==> config.mk <==
export PLATFORM = sky130hd
export DESIGN_NAME = ram_bist_ctrl
export DESIGN_NICKNAME = d
export VERILOG_FILES = /design/src/rtl/ram_bist_pkg.sv /design/src/rtl/ram_bist_addr_gen.sv /design/src/rtl/ram_bist_ctrl.sv
export SDC_FILE = /design/constraint.sdc
export NUM_CORES = 1
export LEC_CHECK = 0
export CAP_MARGIN = 20
export CORE_MARGIN = 3
export CORE_UTILIZATION = 29
export CTS_CLUSTER_SIZE = 25
export DETAILED_ROUTE_END_ITERATION = 10
export DONT_BUFFER_PORTS = 1
export GPL_TIMING_DRIVEN = 0
export PLACE_DENSITY_LB_ADDON = 0.12
export SETUP_SLACK_MARGIN = 0.2
export SYNTH_ARGS = -nofsm -noshare
export SYNTH_HDL_FRONTEND = slang
export SYNTH_SLANG_ARGS = --single-unit
export TNS_END_PERCENT = 30
==> constraint.sdc <==
create_clock -name clk -period 3.9 [get_ports clk]
set_clock_uncertainty 0.15 [all_clocks]
set_input_delay 0.78 -clock clk [delete_from_list [all_inputs] [get_ports clk]]
set_output_delay 0.78 -clock clk [all_outputs]
set_load 0.01 [all_outputs]
==> src/rtl/ram_bist_pkg.sv <==
// Shared types and the March C- element table for the RAM BIST sequencer.
package ram_bist_pkg;

    typedef enum logic [3:0] {
        IDLE, M0, M1, M2, M3, M4, M5, TAIL, DONE
    } bist_state_e;

    typedef struct packed {
        logic down;
        logic has_read;
        logic exp_inv;
        logic has_write;
        logic wr_inv;
    } march_elem_t;

    // Element order matches M0..M5.
    localparam march_elem_t MARCH_C_MINUS [6] = '{
        '{down: 1'b0, has_read: 1'b0, exp_inv: 1'b0, has_write: 1'b1, wr_inv: 1'b0},
        '{down: 1'b0, has_read: 1'b1, exp_inv: 1'b0, has_write: 1'b1, wr_inv: 1'b1},
        '{down: 1'b0, has_read: 1'b1, exp_inv: 1'b1, has_write: 1'b1, wr_inv: 1'b0},
        '{down: 1'b1, has_read: 1'b1, exp_inv: 1'b0, has_write: 1'b1, wr_inv: 1'b1},
        '{down: 1'b1, has_read: 1'b1, exp_inv: 1'b1, has_write: 1'b1, wr_inv: 1'b0},
        '{down: 1'b0, has_read: 1'b1, exp_inv: 1'b0, has_write: 1'b0, wr_inv: 1'b0}
    };

    localparam logic [15:0] BG_PATTERN_DEF = 16'h5A5A;

    function automatic logic is_march(bist_state_e s);
        return s inside {M0, M1, M2, M3, M4, M5};
    endfunction

    function automatic logic [2:0] elem_idx(bist_state_e s);
        case (s)
            M1:      return 3'd1;
            M2:      return 3'd2;
            M3:      return 3'd3;
            M4:      return 3'd4;
            M5:      return 3'd5;
            default: return 3'd0;
        endcase
    endfunction

    function automatic bist_state_e next_elem(bist_state_e s);
        case (s)
            M0:      return M1;
            M1:      return M2;
            M2:      return M3;
            M3:      return M4;
            M4:      return M5;
            M5:      return TAIL;
            default: return IDLE;
        endcase
    endfunction

endpackage

==> src/rtl/ram_bist_addr_gen.sv <==
// Loadable up/down address counter; last flags the terminal address of the sweep.
module ram_bist_addr_gen #(
    parameter int ADDR_W = 8
) (
    input  logic              clk,
    input  logic              rst_n,
    input  logic              load,
    input  logic              load_down,
    input  logic              step,
    input  logic              down,
    output logic [ADDR_W-1:0] addr,
    output logic              last
);

    always_ff @(posedge clk or negedge rst_n) begin
        if (!rst_n)
            addr <= '0;
        else if (load)
            addr <= load_down ? '1 : '0;
        else if (step)
            addr <= down ? addr - 1'b1 : addr + 1'b1;
    end

    assign last = down ? (addr == '0) : (addr == '1);

endmodule

==> src/rtl/ram_bist_ctrl.sv <==
// March C- BIST sequencer for a single-port RAM with registered read data.
// Build option: RAM_BIST_STOP_ON_FAIL_EN ends the test at the first mismatch.
module ram_bist_ctrl
    import ram_bist_pkg::*;
#(
    parameter int                ADDR_W     = 8,
    parameter int                DATA_W     = 16,
    parameter logic [DATA_W-1:0] BG_PATTERN = BG_PATTERN_DEF,
    parameter int                CNT_W      = 8
) (
    input  logic              clk,
    input  logic              rst_n,
    input  logic              start,
    output logic              ram_read,
    output logic              ram_write,
    output logic [ADDR_W-1:0] ram_addr,
    output logic [DATA_W-1:0] ram_data,
    input  logic [DATA_W-1:0] ram_out,
    output logic              busy,
    output logic              done,
    output logic              pass,
    output logic [ADDR_W-1:0] fail_addr,
    output logic [CNT_W-1:0]  fail_count
);

    bist_state_e       state, state_nxt;
    logic              phase, phase_nxt;
    logic [2:0]        ce;
    logic              ag_load, ag_load_down, ag_step, ag_last;
    logic              cmp_vld, mism, kick;
    logic [ADDR_W-1:0] rd_addr;
    logic [DATA_W-1:0] rd_exp, data_nxt;
    logic [CNT_W-1:0]  cnt_nxt;

    ram_bist_addr_gen #(.ADDR_W(ADDR_W)) u_addr_gen (
        .clk       (clk),
        .rst_n     (rst_n),
        .load      (ag_load),
        .load_down (ag_load_down),
        .step      (ag_step),
        .down      (MARCH_C_MINUS[ce].down),
        .addr      (ram_addr),
        .last      (ag_last)
    );

    always_comb begin
        ce        = elem_idx(state);
        busy      = (state != IDLE) && (state != DONE);
        done      = (state == DONE);
        kick      = (state == IDLE) && start;
        // Two-op elements read on phase 0 and write on phase 1; single-op ones use phase 0 only.
        ram_read  = is_march(state) && MARCH_C_MINUS[ce].has_read && !phase;
        ram_write = is_march(state) && MARCH_C_MINUS[ce].has_write
                    && (phase || !MARCH_C_MINUS[ce].has_read);
        mism      = cmp_vld && busy && (ram_out != rd_exp);
        if (kick)
            cnt_nxt = '0;
        else if (mism && (fail_count != '1))
            cnt_nxt = fail_count + 1'b1;
        else
            cnt_nxt = fail_count;
    end

    always_comb begin
        state_nxt    = state;
        phase_nxt    = phase;
        ag_load      = 1'b0;
        ag_load_down = 1'b0;
        ag_step      = 1'b0;
        case (state)
            IDLE: if (start) begin
                state_nxt = M0;
                ag_load   = 1'b1;
            end
            M0, M1, M2, M3, M4, M5: begin
                if (MARCH_C_MINUS[ce].has_read && MARCH_C_MINUS[ce].has_write && !phase) begin
                    phase_nxt = 1'b1;
                end else begin
                    phase_nxt = 1'b0;
                    if (ag_last) begin
                        state_nxt    = next_elem(state);
                        ag_load      = 1'b1;
                        ag_load_down = MARCH_C_MINUS[elem_idx(next_elem(state))].down;
                    end else begin
                        ag_step = 1'b1;
                    end
                end
            end
            TAIL:    state_nxt = DONE;
            DONE:    state_nxt = IDLE;
            default: state_nxt = IDLE;
        endcase
`ifdef RAM_BIST_STOP_ON_FAIL_EN
        if (mism) begin
            state_nxt = DONE;
            phase_nxt = 1'b0;
            ag_load   = 1'b0;
            ag_step   = 1'b0;
        end
`endif
    end

    always_comb begin
        data_nxt = '0;
        if (is_march(state_nxt))
            data_nxt = MARCH_C_MINUS[elem_idx(state_nxt)].wr_inv ? ~BG_PATTERN : BG_PATTERN;
    end

    always_ff @(posedge clk or negedge rst_n) begin
        if (!rst_n) begin
            state      <= IDLE;
            phase      <= 1'b0;
            cmp_vld    <= 1'b0;
            rd_addr    <= '0;
            rd_exp     <= '0;
            ram_data   <= '0;
            fail_count <= '0;
            fail_addr  <= '0;
            pass       <= 1'b0;
        end else begin
            state      <= state_nxt;
            phase      <= phase_nxt;
            // Read data returns one cycle later; carry its address and expected word alongside.
            cmp_vld    <= ram_read;
            rd_addr    <= ram_addr;
            rd_exp     <= MARCH_C_MINUS[ce].exp_inv ? ~BG_PATTERN : BG_PATTERN;
            ram_data   <= data_nxt;
            fail_count <= cnt_nxt;
            if (kick)
                fail_addr <= '0;
            else if (mism && (fail_count == '0))
                fail_addr <= rd_addr;
            if (kick)
                pass <= 1'b0;
            else if ((state_nxt == DONE) && (state != DONE))
                pass <= (cnt_nxt == '0);
        end
    end

endmodule

### Yosys cells after proc, flatten, opt, wreduce, memory -nomap -nowiden

Memories as Yosys holds them, arrays and structs flattened.
Index checks and enable logic that the tools add are counted.
Widths: inputs -> output; s select.

| operators by class | value |
|---|---|
| equality and inequality tests | 24 |
| mux-type cells | 46 |
| magnitude comparators | 3 |
| reduce and logical (&&, ||, !) cells | 27 |
| $add $sub $neg | 3 |
| bitwise operators | 3 |

Operators by type and width:

| cell | number |
|---|---|
| $mux 8 | 8 |
| $mux 16 | 3 |
| $pmux 3 s5 | 3 |
| $eq 4x3->1 const B | 10 |
| $eq 4x2->1 const B | 6 |
| $logic_not 8->1 | 3 |
| $mux 4 | 6 |
| $mux 5 | 4 |
| $pmux 3 s6 | 1 |
| $add 8x1->8 const B | 2 |
| $ne 16x16->1 | 1 |
| $mux 1 | 15 |
| $logic_and 1x1->1 | 13 |
| $ge 4x4->1 const B | 3 |
| $mux 3 | 4 |
| $not 3->4 | 3 |
| $pmux 4 s3 | 1 |
| $reduce_bool 6->1 | 2 |
| $eq 4x1->1 const B | 2 |
| $eq 4x4->1 const B | 2 |
| $eq 8x8->1 const B | 1 |
| $ne 8x8->1 const B | 1 |
| $sub 8x1->8 const B | 1 |
| $reduce_bool 2->1 | 3 |
| 7 further kinds | 8 |

| word-level totals | value |
|---|---|
| memories | 3 |
| bits in registers | 71 |
| bits in read-only memories | 120 |
| output and inout bits | 45 |
| input port bits | 19 |

Memories:

| name | depth | width | read ports | clocked after memory_dff | wr ports | line | source |
|---|---|---|---|---|---|---|---|
| (name not given) | 8 | 5 | 1 | 0 | 0 | ram_bist_ctrl.sv:126 | `rd_exp <= MARCH_C_MINUS[ce].exp_inv ? ~BG_PATTERN : BG_PATTERN;` |
| (name not given) | 8 | 5 | 1 | 0 | 0 | ram_bist_ctrl.sv:106 | `data_nxt = MARCH_C_MINUS[elem_idx(state_nxt)].wr_inv ? ~BG_PATTERN : BG_PATTERN;` |
| (name not given) | 8 | 5 | 1 | 0 | 0 | ram_bist_ctrl.sv:83 | `ag_load_down = MARCH_C_MINUS[elem_idx(next_elem(state))].down;` |

### Longest topological paths before layout

Gate-level depths: netlist of the first run.

| logic depth | value |
|---|---|
| word-level depth | 24 |
| mapped depth | 10 |
| mapped depth without buffers | 9 |

### Hierarchy

From an unflattened synthesis of the first run, not the netlist that was laid out.

| unflattened totals | value |
|---|---|
| cell total of the unflattened synthesis | 288 |
| area total of the unflattened synthesis | 2632.5 um2 |

By module, submodules not included:

| module | area each (um2) | sequential area each (um2) | times used | cells an instance |
|---|---|---|---|---|
| ram_bist_ctrl | 1989.4 | 875.8 | 1 | 211 |
| ram_bist_addr_gen | 643.1 | 200.2 | 1 | 77 |

### Worst setup path before layout of the first run

OpenSTA, ideal clock, no wires.

| timing path | value |
|---|---|
| path type | flip-flop to flip-flop |
| start | register state[1] |
| end | register u_addr_gen.addr[7] |
| clock period less this slack | 2.701 ns |
| stages on the path, launching flop included | 11 |
| arrival time | 2.430 ns |
| required time | 3.629 ns |
| slack | 1.199 ns |
| cells stage by stage | dfrtp_1 -> buf_4 -> nor3b_4 -> ha_1 -> a21o_1 -> a21oi_1 -> o21ai_0 -> o41ai_1 -> xnor2_1 -> o21a_1 -> o22a_1 |

| on the way | value |
|---|---|
| cells in the longest elaborated chain, start to end | 19 |

Ends and longest elaborated chain:

| element | line | source |
|---|---|---|
| from (decl) | ram_bist_ctrl.sv:26 | `bist_state_e state, state_nxt;` |
| from (signal assigned) | ram_bist_ctrl.sv:121 | `state <= state_nxt;` |
| $eq 4x3->1, or another cell as far along | ram_bist_pkg.sv:33, ram_bist_pkg.sv:44, ram_bist_ctrl.sv:70 |  |
| $pmux 3 s6 | ram_bist_pkg.sv:44 | `case (s)` |
| $mux 4 | ram_bist_ctrl.sv:80 | `if (ag_last) begin` |
| $mux 4 | ram_bist_ctrl.sv:76 | `if (MARCH_C_MINUS[ce].has_read && MARCH_C_MINUS[ce].has_write && !phase) begin` |
| $mux 4 | ram_bist_ctrl.sv:70 | `case (state)` |
| $eq 4x3->1 / $eq 4x2->1 (equally long branches) | ram_bist_pkg.sv:33 | `case (s)` |
| $pmux 3 s5 | ram_bist_pkg.sv:33 |  |
| $mux 3 | ram_bist_ctrl.sv:80 |  |
| [... 2 more ...] | -- |  |
| $not 3->4 (implied by the code) | ram_bist_ctrl.sv:83 |  |
| $mem_v2 8x5 | -- |  |
| $mux 5 (implied by the code) (2 in a row) | ram_bist_ctrl.sv:83 |  |
| $mux 1 | ram_bist_ctrl.sv:80 |  |
| $mux 1 | ram_bist_ctrl.sv:76 |  |
| $mux 1 | ram_bist_ctrl.sv:70 |  |
| $mux 8 | ram_bist_addr_gen.sv:19 | `addr <= load_down ? '1 : '0;` |
| $mux 8 | ram_bist_addr_gen.sv:18 | `else if (load)` |
| to (signal assigned) | ram_bist_addr_gen.sv:19 |  |
| to (signal assigned) | ram_bist_addr_gen.sv:21 | `addr <= down ? addr - 1'b1 : addr + 1'b1;` |
| to (decl) | ram_bist_addr_gen.sv:11 | `output logic [ADDR_W-1:0] addr,` |

Several ways; a longest one is shown, not always the timed one. The select of a mux whose other input is x is not followed.
A chain may end at the register's enable or synchronous reset.

### Final worst setup path of the first run

Ends and elaborated chain as after synthesis.

==> summary.txt, run 1 <==
Status
  • Status: finished, final reports clean

Pwr
  • VDD IR max: 0.111 mV
  • Power Density: 298 mW/mm2
  • Leak: 1.17 nW

Clock network
  • Worst-case clock buffer depth: 2
  • TritonCTS Sinks: 43
  • CTS clk-pin slew, worst paths: 0.09 ns
  • Clk Tree Root Cell: clkbuf_8
  • Clk_lat worst skew: 0.30 ns
  • TritonCTS clock tree: built
  • TritonCTS buffer count: 5
  • CTS H-tree lvls: 2
  • Post_cts resized: 0

Placement
  • Placer Congestion: 0.765
  • Buffers on Ports: 0
  • DP Wirelength: 4160 um
  • Placed cells: 381
  • Dpl cell area: 0.00264 mm2

Route
  • Detail Route Antenna Nets: 0
  • Drt pass-1 iters: 4
  • Iteration-0 DRC Markers: 57
  • Vias: 1916
  • Final WL: 5910 um
  • Avg WL per Cell: 15.0 um
  • Vias per std cell: 4.86
  • DRC violations left: 0

Floorplanning
  • Ports: 64
  • Core Area: 0.00830 mm2
  • Die width: 99.0 um
  • # rows: 33
  • DIE AREA: 0.00980 mm2
  • Die Span Y: 99.0 um
  • Initial Utilization: 30.2%

GRT
  • First-pass GRT wire length: 9740 um
  • Total gr overflow: 0
  • Vias in the first global route: 1874
  • Tot GR Track Use: 12.3%
  • Antenna violations before repair: 0
  • Largest net degree at the start of global routing: 22

Worst setup path
  • Setup crit end kind: flop
  • R2r setup slk: 0.83 ns
  • Slowest CP cell: nor3b_4
  • Worst path max stage delay: 0.47 ns
  • CP Cell Sequence: buf_4 -> nor3b_4 -> ha_1 -> a21o_1 -> a21oi_1 -> o21ai_0 -> o41ai_1 -> xnor2_1 -> o21a_1 -> o22a_1
  • CP Launch Type: flop
  • Kind of critical path: flop to flop
  • Worst Path Max Fanout: 10
  • CP required: 3.94 ns
  • WP data arrival: 3.11 ns

STA
  • Final Setup Violations: 0
  • RSZ-0062 raised after global routing: false
  • Worst slew pin tran: 0.693 ns
  • Pins Over Slew Limit: 0
  • Slew margin rel.: 53.5%
  • Final period util: 78.7%
  • Max Clk Rate: 326 MHz
  • Final hold vios: 0
  • Final min period: 3.07 ns
  • Setup TNS: 0 ns

Yosys
  • Simple-gate share of the synthesized area: 23.0%
  • FF+latch count, synth: 43
  • Xor and xnor fraction of the mapped netlist area: 4.89%
  • Asr flop ratio synth: 100%
  • Synthesized area: 0.00251 mm2
  • Most used DFF post-synth: dfrtp_1
  • Syn_nets: 304
  • Synth Warn #: 0
  • Post-synth EDFFs: 0
  • Multiplexer share of the synthesized area: 2.04%
  • Synth Area per Inst: 9.09 um2
  • Post-Synth Adder-Cell Area: 4.79%
  • Compound-Gate Fraction of Synth Area: 14.6%
  • Seq/Total Area, Yosys: 42.9%
  • Largest family of logic cells by synthesized area: simple AND/OR/NAND/NOR gates
  • Synthesized instance count: 276
  • Netlist cell types: 54

Final layout
  • Ant. Diodes: 0
  • Final instance area: 0.00282 mm2
  • Non-Filler Instances: 394
  • Nets@finish: 316
  • Layout cell share with drive strength beyond 1: 12.8%
  • Layout area overhead: 12.6%

Job
  • Maxcap violations: 0

Min path
  • Worst Hold Class: flop to flop
-- metrics by stage --
step	power [mW]	hold slack (ns)	util [%]	worst slack (ns)
2_1_floorplan	0.467	0.276	-	1.20
3_3_place_gp	0.469	0.288	31.8	0.878
3_5_place_dp	0.469	0.289	31.8	0.880
4_1_cts	0.851	0.00164	33.5	0.868
5_1_grt	0.887	0.344	34.0	0.630
6_report	0.841	0.310	34.0	0.832
-- power breakdown --
part           leakage (nW)  switching [mW]  internal [mW]
sequential            0.532         0.00324          0.447
clock                0.0587           0.171          0.194
combinational         0.583          0.0156        0.00945
total                  1.17           0.190          0.651
-- worst paths after layout --
kind,from,endpoint,cells after the start
min in group asynchronous,rst_n,rd_exp[14],1
setup reg to reg,state[1],u_addr_gen.addr[7],10
max in group asynchronous,rst_n,u_addr_gen.addr[6],1
setup / recovery,state[1],u_addr_gen.addr[7],10
hold / removal,rd_addr[5],fail_addr[5],2
hold reg to reg,rd_addr[5],fail_addr[5],2
-- cell usage in the layout, fill, tap and decap left out, types with 2 or more instances in the layout --
master / instances
or3_1: 4
buf_2: 2
or4_1: 2
xor2_1: 5
clkbuf_1: 7
dfrtp_1: 43
nand2_1: 32
xnor2_1: 9
buf_1: 2
o22a_1: 3
o21ai_0: 11
a21o_1: 2
buf_4: 15
dlygate4sd3_1: 4
or3_4: 2
and3_1: 3
clkbuf_8: 5
nor4_1: 4
a21oi_1: 11
a31oi_1: 2
nand4_1: 7
nor2_1: 38
nor3_1: 8
ha_1: 8
inv_1: 10
o21a_1: 2
o22ai_1: 2
nand3_1: 11
mux2i_1: 4
-- timing repair --
action | in CTS | in global routing
buffers inserted | 0 | 0
endpoints found under the hold margin | 21 | 12
hold buffers | 2 | 2
-- logic make-up after synthesis --
group,count (synthesis)
simple gates,118
compound gates,51
flops,43
buf+inv,36
xor+xnor,14
fa+ha+maj,9
mux,5
-- layout make-up --
type                       instances  area [um2]
tap                              105         131
multi-input combinational        197        1240
clock inverter                     3        47.5
clock buffer                       5        68.8
timing repair buffer               5        67.6
fill                             880        5480
sequential                        43        1080
buffer                            26         156
inverter                          10        37.5
-- cells in the mapped netlist, types with 3 or more instances --
master / instances / share of area (%)
xor2_1: 5 / 1.7
nand3_1: 11 / 2.2
ha_1: 8 / 4.0
nand2_1: 32 / 4.8
mux2i_1: 4 / 1.6
or3_1: 4 / 1.0
xnor2_1: 9 / 3.1
o21ai_0: 11 / 2.2
and3_1: 3 / 0.75
nor4_1: 4 / 1.0
inv_1: 10 / 1.5
clkbuf_1: 7 / 1.0
buf_4: 15 / 4.5
nor3_1: 8 / 1.6
nand4_1: 7 / 1.7
a21oi_1: 11 / 2.2
dfrtp_1: 43 / 43
o22a_1: 3 / 1.0
nor2_1: 38 / 5.7
-- registers in the layout, indices dropped and copies added, names as in the netlist --
register and count:
rd_addr 8, cmp_vld 1, rd_exp 2, state 4
phase 1, u_addr_gen.addr 8, ram_data 2, fail_addr 8
pass 1, fail_count 8
-- critical path, delay by kind of cell, from the launching register on --
family | cells | cell delay [ns]
xor+xnor | 1 | 0.14
compound gates | 6 | 1.34
fa+ha+maj | 1 | 0.33
buf+inv | 1 | 0.16
flops | 1 | 0.37
simple gates | 1 | 0.47
-- per-layer routing --
layer | vias to the layer above | global-route usage (%) | wire length, um
met4 | 0 | 3.89 | 39
met3 | 2 | 3.47 | 335
met1 | 899 | 16.2 | 2720
met2 | 42 | 19.6 | 2810
met5 | - | 0 | 0
li1 | 973 | - | -
Note: power is estimated with default switching activity, not from simulation.
==> run 2, diff against run 1 <==
==> constraint.sdc (replaced) <==
create_clock -name clk -period 2.95 [get_ports clk]
set_clock_uncertainty 0.15 [all_clocks]
set_input_delay 0.59 -clock clk [delete_from_list [all_inputs] [get_ports clk]]
set_output_delay 0.59 -clock clk [all_outputs]
set_load 0.01 [all_outputs]
==> summary.txt, run 2 (synthesis gave the netlist of run 1 again) <==
Final layout
  • Non-Filler Instances: 394 (unchanged)
  • Layout area overhead: 13.3%
  • Fill count: 880 (unchanged)
  • Final Core Density: 34.3% (+0.23 points)
  • Nets@finish: 316 (unchanged)
  • Layout cell share with drive strength beyond 1: 14.9% (+2.1 points)
  • Leading cell type in the layout, fill and taps excluded: dfrtp_1
  • Commonest non-fill, non-tap cells in the layout: dfrtp_1, nor2_1, nand2_1
  • Ant. Diodes: 0 (unchanged)

STA
  • Pins Over Slew Limit: 0 (unchanged)
  • Worst slew pin tran: 0.702 ns (+0.00836 ns)
  • Max Clk Rate: 383 MHz (+18%)
  • RSZ-0062 raised after global routing: true
  • Final hold vios: 0 (unchanged)
  • Slew margin rel.: 52.9% (-0.56 points)
  • Final min period: 2.61 ns (-0.458 ns)
  • Final period util: 88.5% (+9.8 points)
  • Final Setup Violations: 0 (unchanged)

Pwr
  • VDD IR max: 0.147 mV (+32%)
  • Switch share: 22.6% (-0.056 points)
  • Switch Pwr: 0.250 mW (+31%)
  • Gate power share: 2.7% (-0.3 points)
  • Int Pwr: 0.858 mW (+32%)
  • Power Density: 390 mW/mm2 (+31%)
  • Clock power share: 43.6% (about the same)
  • Sequential power share: 53.7% (+0.2 points)
  • Leak: 1.20 nW (+2.0%)

Route
  • Drt pass-1 iters: 4 (unchanged)
  • Avg WL per Cell: 14.7 um (-1.8%)
  • Iteration-0 DRC Markers: 51 (-11%)
  • Detail Route Antenna Nets: 0 (unchanged)
  • Vias: 1916 (unchanged)
  • Final WL: 5810 um (-1.8%)
  • DRC violations left: 0 (unchanged)
  • Vias per std cell: 4.86 (unchanged)

Clock network
  • CTS clk-pin slew, worst paths: 0.09 ns (about the same)
  • Clk Tree Root Cell: clkbuf_8
  • CTS H-tree lvls: 2 (unchanged)
  • TritonCTS buffer count: 5 (unchanged)
  • Worst-case clock buffer depth: 2 (unchanged)
  • Clk_lat worst skew: 0.30 ns (about the same)
  • TritonCTS clock tree: built
  • TritonCTS Sinks: 43 (unchanged)

Min path
  • Worst Hold Class: flop to flop

Floorplanning
  • # rows: 33 (unchanged)
  • Ports: 64 (unchanged)
  • Die Span Y: 99.0 um (unchanged)
  • Die width: 99.0 um (unchanged)
  • Core Area: 0.00830 mm2 (unchanged)
  • DIE AREA: 0.00980 mm2 (unchanged)
  • Initial Utilization: 30.2% (unchanged)

GRT
  • Vias in the first global route: 1873 (-0.053%)
  • Total gr overflow: 0 (unchanged)
  • Tot GR Track Use: 12.2% (-0.12 points)
  • Largest net degree at the start of global routing: 44 (+100%)
  • First-pass GRT wire length: 9660 um (-0.77%)
  • Antenna violations before repair: 0 (unchanged)

Worst setup path
  • CP Launch Type: flop
  • CP delay by family, top: compound AO/OA/AOI/OAI gates
  • Worst Path Buf+Inv: 1 (unchanged)
  • Setup crit end kind: flop
  • Worst path max stage delay: 0.37 ns (-0.10 ns)
  • CP Cell Sequence: buf_4 -> nor3b_4 -> ha_1 -> a21o_1 -> a21oi_2 -> o21ai_2 -> o41ai_4 -> xnor2_1 -> o21a_1 -> o22a_1
  • Worst Path Max Fanout: 7 (-3)
  • CP required: 2.99 ns (-0.95 ns)
  • WP data arrival: 2.65 ns (-0.46 ns)
  • Kind of critical path: flop to flop
  • Slowest CP cell: dfrtp_1

Placement
  • Placed cells: 381 (unchanged)
  • Placer Congestion: 0.765 (unchanged)
  • DP Wirelength: 4160 um (unchanged)
  • Buffers on Ports: 0 (unchanged)

Job
  • Maxcap violations: 0 (unchanged)

Status
  • Status: finished, final reports clean
-- run 2: cell count changes in the layout (fill, tap and decap cells not counted), sizes merged --
cell,before,now
dlygate4sd3,4,1
buf,20,23
-- run 2: path summary, 6_finish.rpt --
kind	start	end	slack (ns)	depth (start not counted)
max in group asynchronous	rst_n	phase	1.80	2
worst max-delay path	state[1]	u_addr_gen.addr[7]	0.34	10
worst min register to register	rd_addr[5]	fail_addr[5]	0.31	2
worst min-delay path	rd_addr[5]	fail_addr[5]	0.31	2
worst max register to register	state[1]	u_addr_gen.addr[7]	0.34	10
min in group asynchronous	rst_n	fail_count[7]	0.64	2
-- run 2: cell type report --
class	count	area (um2)	area share [%]
plain buffers	26	156	5.50
well taps	105	131	4.62
inverters	10	37.5	1.32
repair buffers	5	60.1	2.11
clock inverters	3	47.5	1.67
clock buffers	5	68.8	2.42
flip-flops and latches	43	1080	37.9
multi-input cells	197	1260	44.5
-- run 2: repair_timing --
action | CTS | global route
pin swaps | 1 | 3
setup endpoints to repair | 1 | 2
hold endpoints to repair | 43 | 0
resized for setup | 1 | 4
setup buffers | 1 | 2
hold buffers | 2 | 0
-- run 2: metrics by stage --
step                hold slack [ns]  instance area [um2]  power [mW]  TNS (ns)  setup WS [ns]
finish                        0.310                 2840        1.11         0          0.340
global route                  0.344                 2840        1.17         0          0.177
CTS                           0.317                 2810        1.13         0          0.265
detailed placement            0.145                 2640       0.620   -0.0696        -0.0696
global placement              0.145                 2640       0.620   -0.0718        -0.0718
floorplan                     0.144                 2510       0.618         0          0.249
-- run 2: worst reg2reg max path, delay by kind of cell (launching register included) --
kind            cells  cell delay (ns)
compound gates      6             1.17
flops               1             0.37
fa+ha+maj           1             0.27
simple gates        1             0.25
buf+inv             1             0.16
xor+xnor            1             0.13
-- run 2: per-layer routing --
metal	global-route usage (%)	part of all wire [%]	vias to the layer above
met5	0	0	-
met4	3.78	0.67	0
met3	3.47	6.0	2
met2	19.4	48	43
met1	16.0	45	897
li1	-	-	974
-- run 2: power groups by stage --
| stage | clock (mW) | sequential, mW | combinational, mW |
|---|---|---|---|
| floorplan | 0 | 0.607 | 0.0108 |
| global placement | 0 | 0.608 | 0.0126 |
| detailed placement | 0 | 0.608 | 0.0128 |
| CTS | 0.506 | 0.596 | 0.0313 |
| global route | 0.537 | 0.596 | 0.0348 |
| finish | 0.483 | 0.596 | 0.0295 |
==> run 3, diff against run 2 <==
--- a/config.mk
+++ b/config.mk
@@ -16,5 +16,6 @@
 export SETUP_SLACK_MARGIN = 0.2
 export SYNTH_ARGS = -nofsm -noshare
 export SYNTH_HDL_FRONTEND = slang
+export SYNTH_HIERARCHICAL = 1
 export SYNTH_SLANG_ARGS = --single-unit
 export TNS_END_PERCENT = 30
==> summary.txt, run 3 <==
Route
  • Drt pass-1 iters: 4 (unchanged)
  • DRC violations left: 0 (unchanged)
  • Vias per std cell: 4.94 (+1.6%)
  • Avg WL per Cell: 14.9 um (+0.99%)
  • Detail Route Antenna Nets: 0 (unchanged)
  • Vias: 2095 (+9.3%)
  • Iteration-0 DRC Markers: 94 (+84%)
  • Final WL: 6310 um (+8.7%)

STA
  • RSZ-0062 raised after global routing: true
  • Max Clk Rate: 355 MHz (-7.3%)
  • Min Hold Slack: 0.302 ns (-0.00733 ns)
  • Worst slew pin tran: 0.576 ns (-0.126 ns)
  • Final min period: 2.81 ns (+0.204 ns)
  • Final period util: 95.4% (+6.9 points)
  • Pins Over Slew Limit: 0 (unchanged)
  • Final hold vios: 0 (unchanged)
  • Slew margin rel.: 61.4% (+8.4 points)
  • Final Setup Violations: 0 (unchanged)

Floorplanning
  • Die Span Y: 101 um (+2.3%)
  • Ports: 64 (unchanged)
  • Die width: 101 um (+2.3%)
  • Initial Utilization: 30.0% (-0.19 points)
  • DIE AREA: 0.0103 mm2 (+4.6%)
  • # rows: 34 (+3.0%)
  • Core Area: 0.00876 mm2 (+5.6%)

Status
  • Status: finished, final reports clean

GRT
  • Total gr overflow: 0 (unchanged)
  • First-pass GRT wire length: 10200 um (+5.8%)
  • Tot GR Track Use: 12.6% (+0.38 points)
  • Antenna violations before repair: 0 (unchanged)
  • Vias in the first global route: 2087 (+11%)
  • Largest net degree at the start of global routing: 44 (unchanged)

Clock network
  • CTS clk-pin slew, worst paths: 0.10 ns (about the same)
  • Clk Tree Root Cell: clkbuf_8
  • CTS H-tree lvls: 2 (unchanged)
  • TritonCTS buffer count: 5 (unchanged)
  • TritonCTS clock tree: built
  • TritonCTS Sinks: 43 (unchanged)
  • Clk_lat worst skew: 0.31 ns (about the same)
  • Worst-case clock buffer depth: 2 (unchanged)

Pwr
  • Power Density: 856 mW/mm2 (+120%)
  • Leak: 1.40 nW (+17%)
  • Power Total: 2.78 mW (+150%)
  • VDD IR max: 0.244 mV (+66%)

Placement
  • DP Wirelength: 4440 um (+6.7%)
  • Placer Congestion: 0.762 (-0.34%)
  • Dpl cell area: 0.00286 mm2 (+8.4%)
  • Buffers on Ports: 0 (unchanged)

Worst setup path
  • WP data arrival: 2.87 ns (+0.22 ns)
  • Kind of critical path: flop to flop
  • Worst path max stage delay: 0.38 ns (about the same)
  • CP required: 3.01 ns (+0.02 ns)
  • CP Launch Type: flop
  • Slowest CP cell: dfrtp_1
  • Top cell by count, worst path: buf_4
  • CP Cell Sequence: clkbuf_8 -> clkbuf_16 -> nor3b_4 -> inv_2 -> nor4_4 -> nand3_2 -> o31ai_4 -> o31a_1 -> buf_4 -> a21oi_2 -> a2111oi_4 -> buf_4 -> nor3_1 -> a311oi_2
  • Setup crit end kind: flop
  • R2R depth: 14 (+4)
  • Worst Path Max Fanout: 4 (-3)

Final layout
  • Ant. Diodes: 0 (unchanged)
  • Commonest non-fill, non-tap cells in the layout: dfrtp_1, nand2_1, buf_4
  • Layout cell share with drive strength beyond 1: 25.6% (+11 points)
  • Final instance area: 0.00325 mm2 (+14%)
  • Nets@finish: 343 (+8.5%)
  • Layout area overhead: 23.3%
  • Leading cell type in the layout, fill and taps excluded: dfrtp_1

Yosys
  • Post-synth EDFFs: 0 (unchanged)
  • Asr flop ratio synth: 100% (unchanged)
  • FF+latch count, synth: 43 (unchanged)
  • Synth Area per Inst: 9.14 um2 (+0.57%)
  • Top post-synthesis cells by area: dfrtp_1, nand2_1, buf_4, ha_1, xnor2_1
  • Top cell type's share of synthesized area: 40.9% (-2.0 points)
  • Most frequent cell after synthesis: dfrtp_1
  • Most used DFF post-synth: dfrtp_1
  • Seq/Total Area, Yosys: 40.9% (-2.0 points)
  • Syn_nets: 316 (+3.9%)
  • Post-synth top area cell: dfrtp_1
  • Synthesized instance count: 288 (+4.3%)
  • Synth top cells by count: dfrtp_1, nand2_1, nor2_1, a21oi_1, o21ai_0
  • Synthesized area: 0.00263 mm2 (+4.9%)
  • Synth Warn #: 6 (+6)
  • Netlist cell types: 55 (+1.9%)

Min path
  • Worst Hold Class: flop to flop
  • Worst Hold Path Cells: 2 (unchanged)

Job
  • Maxcap violations: 0 (unchanged)
==> run 3: path summary, 6_finish.rpt <==
check                            from                 end  slack [ns]
min in group asynchronous       rst_n        fail_addr[2]        0.64
min reg2reg                rd_addr[6]        fail_addr[6]        0.30
min                        rd_addr[6]        fail_addr[6]        0.30
max reg2reg                  state[3]  u_addr_gen/addr[5]        0.14
max                          state[3]  u_addr_gen/addr[5]        0.14
max in group asynchronous       rst_n       fail_count[6]        1.80
==> run 3: power breakdown <==
part	switching, mW	internal [mW]	total (mW)
logic	0.590	0.493	1.08
registers	0.313	0.812	1.13
clock network	0.228	0.344	0.572
==> run 3: what timing repair did <==
action,CTS,global route
hold endpoints to repair,43,0
gates resized for setup,7,9
pin swaps,8,10
setup endpoints to repair,12,11
buffers inserted,15,2
hold buffers,2,0
==> run 3: final cells by class <==
type	count	area, um2
Timing Repair Buffer	20	170
Tap cell	108	135
Clock inverter	3	71.3
Clock buffer	5	68.8
Fill cell	892	5520
Multi-Input combinational cell	203	1430
Buffer	28	243
Inverter	14	52.6
Sequential cell	43	1080
==> run 3: worst max-delay path: cells and delay by family (launching register included) <==
family	cells	cell delay, ns
buffers and inverters	5	0.68
AOI/OAI and AO/OA	5	0.94
DFF	1	0.38
and+or+nand+nor	4	0.55
==> run 3: metal layers <==
metal	track usage [%]	part of all wire [%]
met1	16.2	46
met2	20.0	47
met3	3.99	5.1
met4	3.99	1.4
met5	0	0
==> run 3: logic make-up after synthesis <==
family | share of synthesized area, %
adders and majority gates | 4.56
muxes | 1.71
xor gates and xnor gates | 4.33
buffers and inverters | 8.98
AOI/OAI and AO/OA | 14.9
DFF | 40.9
and+or+nand+nor | 24.6
==> run 3: per-stage QoR <==
step / utilization (%) / setup WS [ns] / TNS [ns] / instances
after floorplan: - / 0.0858 / 0 / 288
after global placement: 32.7 / -0.413 / -3.26 / 396
after detailed placement: 32.7 / -0.398 / -3.14 / 396
after CTS: 36.4 / 0.0138 / 0 / 421
after global routing: 37.0 / -0.0422 / -0.127 / 424
final: 37.0 / 0.136 / 0 / 424
